==> config.mk <==
export PLATFORM = sky130hd
export DESIGN_NAME = lbm_step_sequencer
export DESIGN_NICKNAME = d
export VERILOG_FILES = /design/src/rtl/lbm_step_sequencer.sv
export SDC_FILE = /design/constraint.sdc
export NUM_CORES = 1
export LEC_CHECK = 0
export CAP_MARGIN = 20
export CORE_MARGIN = 4
export CORE_UTILIZATION = 30
export DETAILED_ROUTE_END_ITERATION = 12
export GPL_TIMING_DRIVEN = 0
export PLACE_DENSITY_LB_ADDON = 0.05
export SYNTH_ARGS = -nofsm -noshare
export SYNTH_HDL_FRONTEND = slang
export SYNTH_SLANG_ARGS = --single-unit
==> constraint.sdc <==
create_clock -name Clk -period 1.3 [get_ports Clk]
set_input_delay 0.26 -clock Clk [delete_from_list [all_inputs] [get_ports Clk]]
set_output_delay 0.26 -clock Clk [all_outputs]
set_load 0.01 [all_outputs]
==> src/rtl/lbm_step_sequencer.sv <==
// lbm_step_sequencer: sweeps collide/stream/boundary phases over all lattice nodes for each LBM time step
module lbm_step_sequencer #(
  parameter int MAX_TIME = 8,
  parameter int NODES = 64,
  parameter int TIME_COUNT_WIDTH = $clog2(MAX_TIME),
  parameter int NODE_WIDTH = $clog2(NODES)
) (
  input  logic                        Clk,
  input  logic                        Reset,
  input  logic                        Start,
  input  logic                        Abort,
  input  logic                        Node_ready,
  output logic                        Node_valid,
  output logic [1:0]                  Phase,
  output logic [NODE_WIDTH-1:0]       Node_addr,
  output logic [TIME_COUNT_WIDTH-1:0] Time_step,
  output logic                        Step_tick,
  output logic                        Busy,
  output logic                        Done
);
  localparam logic [2:0] S_IDLE     = 3'd0;
  localparam logic [2:0] S_COLLIDE  = 3'd1;
  localparam logic [2:0] S_STREAM   = 3'd2;
  localparam logic [2:0] S_BOUNDARY = 3'd3;
  localparam logic [2:0] S_ADVANCE  = 3'd4;
  localparam logic [2:0] S_DONE     = 3'd5;
  localparam logic [NODE_WIDTH-1:0]       LAST_NODE = NODE_WIDTH'(NODES - 1);
  localparam logic [TIME_COUNT_WIDTH-1:0] LAST_STEP = TIME_COUNT_WIDTH'(MAX_TIME - 1);
  logic [2:0]                  state_q, state_d;
  logic [NODE_WIDTH-1:0]       addr_q, addr_d;
  logic [TIME_COUNT_WIDTH-1:0] ts_q, ts_d;
  logic                        xfer;
  // Moore outputs decoded from the current state
  always_comb begin
    Node_valid = state_q == S_COLLIDE || state_q == S_STREAM || state_q == S_BOUNDARY;
    Phase      = state_q == S_COLLIDE ? 2'b00 :
                 state_q == S_STREAM  ? 2'b01 :
                 state_q == S_BOUNDARY ? 2'b10 : 2'b11;
    Step_tick  = state_q == S_ADVANCE;
    Busy       = Node_valid || Step_tick;
    Done       = state_q == S_DONE;
    Node_addr  = addr_q;
    Time_step  = ts_q;
    xfer       = Node_valid && Node_ready;
  end
  // Next state: abort beats start, a node moves only on a transfer, ADVANCE is a single-cycle step boundary
  always_comb begin
    state_d = state_q;
    addr_d  = addr_q;
    ts_d    = ts_q;
    if (Busy && Abort) begin
      state_d = S_IDLE;
      addr_d  = '0;
      ts_d    = '0;
    end else if ((state_q == S_IDLE || state_q == S_DONE) && Start) begin
      state_d = S_COLLIDE;
      addr_d  = '0;
      ts_d    = '0;
    end else if (xfer) begin
      addr_d  = addr_q == LAST_NODE ? '0 : addr_q + 1'b1;
      state_d = addr_q != LAST_NODE ? state_q :
                state_q == S_COLLIDE ? S_STREAM :
                state_q == S_STREAM ? S_BOUNDARY : S_ADVANCE;
    end else if (state_q == S_ADVANCE) begin
      state_d = ts_q == LAST_STEP ? S_DONE : S_COLLIDE;
      ts_d    = ts_q == LAST_STEP ? ts_q : ts_q + 1'b1;
    end else if (state_q > S_DONE) begin
      state_d = S_IDLE;
      addr_d  = '0;
      ts_d    = '0;
    end
  end
  // State registers with synchronous active-low reset
  always_ff @(posedge Clk) begin
    if (!Reset) begin
      state_q <= S_IDLE;
      addr_q  <= '0;
      ts_q    <= '0;
    end else begin
      state_q <= state_d;
      addr_q  <= addr_d;
      ts_q    <= ts_d;
    end
  end
endmodule

==> flow_summary.ini <==
[clock_network]
clk_path_buf_depth = 2
clk_pin_slew_ns = 0.07
root_buffer = clkbuf_4
h-tree-depth = 1
cts_tree = yes
clock_latency_ns = 0.28
cts.sinks = 12
cts_inserted_buffers = 3

[floorplanning]
start_util_pct = 32.3
die_x_um = 57.5
core-area_sq_um = 2280
rows = 17
dieHeight_um = 57.5
io_pins = 20
die_area_sq_um = 3300

[timing]
whs_ns = 0.480
tightest_slew_ns = 0.267
fmax_mhz = 631
final-setup-viol-count = 17
worst_slack_ns = -0.284
fin_crit_sh_pct = 122
maxSlewHeadroom_pct = 82.0
report.final.slew_viol_count = 0
rsz0062_at_grt = true
min_period_ns = 1.58
clock_skew_ns = 0.0120
finalHoldViolations = 0

[status]
status = finished with violations
violations = negative setup slack

[synthesis]
synth_cells = 92
synthTopCellsByCount = dfxtp_1, nand2_1, a21oi_1
syn_avg_cell_area_sq_um = 7.98
synthTopCellsByArea = dfxtp_1, a21oi_1, ha_1
yosysTopAreaCell = dfxtp_1
netlist.area_leader.share_pct = 32.7
synth.distinct_cells = 36
syn_nets = 100
yosysWarnings = 0
netlist_area_sq_um = 734
async_flop_share_pct = 0
ys_ff_latch = 12
yosysMostFrequentCell = dfxtp_1
ys.flop_type = dfxtp_1
synth_edf_count = 0
yosysSeqAreaShare_pct = 32.7

[routing]
first_pass_iters = 4
via_per_inst = 5.07
drtIter0Drc = 12
wl_per_cell_um = 14.1
ant_nets = 0
drc_errors = 0
routed-via-count = 852
wirelength_mm = 2.37

[power]
p_leak_nw = 0.582
vdd_ir_drop_max_mv = 0.514
p_per_area_nw_per_um2 = 568
p_total_mw = 0.789

[placed_design]
dpl.hpwl_mm = 1.35
dp.cells = 139
io_buffers = 19
gp_congestion = 0.727
place_ws_ns = -0.573

[flow_run]
cap_viol_max_count = 0

[global_route]
grt_max_degree = 10
antenna_found_initial = 0
grt_pass1_vias = 854
grt-ovfl-total = 0
grtUsageTotal_pct = 15.5
grt_pass1_wl_mm = 3.99

[setup_path]
endpoint_kind = primary output
start_kind = register
worst-setup-path-type = register to primary output
cp.arrival_ns = 1.32
worstPathRequired_ns = 1.04
critPathMaxFanout = 3

[final_layout]
antenna_cells = 0
fillCellCount = 208
utilization_pct = 61.1
drive_gt1_share_pct = 55.0
syn_to_final_growth_pct = 89.3
fin_cells = 168
fin_nets = 149

[hold_path]
worstHoldPathType = register to register
path summary, 6_finish.rpt:
path / depth (start not counted) / slack (ns) / end / startpoint
setup / recovery: 4 / -0.28 / Busy / state_q[1]
hold / removal: 2 / 0.48 / Time_step[1] / Time_step[1]
setup reg to reg: 6 / -0.14 / Node_addr[5] / state_q[2]
hold reg to reg: 2 / 0.48 / Time_step[1] / Time_step[1]
power breakdown:
part | internal, mW | total [mW] | switching [mW] | leakage, nW
registers | 0.362 | 0.366 | 0.00380 | 0.103
clock network | 0.111 | 0.243 | 0.132 | 0.0154
logic | 0.0938 | 0.181 | 0.0868 | 0.464
final cells by class:
type / count / area [sq um] / share of cell area (%)
sequential: 12 / 264 / 19.0
clock inverter: 1 / 3.75 / 0.270
timing repair buffer: 44 / 398 / 28.6
multi-input combinational: 71 / 593 / 42.7
buffer: 4 / 52.6 / 3.78
tap: 28 / 35.0 / 2.52
inverter: 5 / 21.3 / 1.53
clock buffer: 3 / 22.5 / 1.62
state kept, by name, indices dropped and copies added, names as in the netlist:
signal,count
Node_addr,6
state_q,3
Time_step,3
cells in the final DEF, fill, tap and decap left out, types with 3 or more instances in the layout:
master,instances
inv_1,4
buf_8,3
clkbuf_4,3
nor3_1,3
o21ai_0,3
a21oi_2,8
buf_4,17
nand2_1,8
nand3b_1,3
nor2_1,3
buf_6,11
dfxtp_4,5
dfxtp_2,4
dlygate4sd2_1,7
dfxtp_1,3
buf_2,3
o21ai_1,4
metal layers:
metal / track usage [%] / up-vias / routed length [um]
met3: 3.85 / 2 / 97
li1: - / 437 / -
met1: 22.2 / 397 / 1200
met4: 5.96 / 0 / 14
met2: 21.9 / 16 / 1050
met5: 0 / - / 0
through the flow:
step	cell area (sq um)	setup TNS, ns
2_1_floorplan	764	-0.0155
3_3_place_gp	990	-6.75
3_5_place_dp	990	-6.89
4_1_cts	1270	-2.14
5_1_grt	1390	-3.19
6_report	1390	-2.38
worst max-delay path, stage by stage (launching register included):
cell	delay, ns
dfxtp_4	0.36
buf_8	0.12
or3b_4	0.40
nand2_2	0.09
buf_6	0.09
what timing repair did:
item                                   CTS  global route
buffers inserted                        18             6
endpoints found under the hold margin    0             0
gates cloned                             1             0
hold buffers                             0             0
resized for setup                       78            22
setup endpoints to repair               27            20
pin swaps                               17             9
cell families after synthesis:
group                      share of synthesized area, %
DFF                                                32.7
and+or+nand+nor                                    30.5
AOI/OAI and AO/OA                                  21.0
buffers and inverters                              5.62
adders and majority gates                          5.11
muxes                                              2.73
xor gates and xnor gates                           2.39
(Power assumes the default switching activity.)
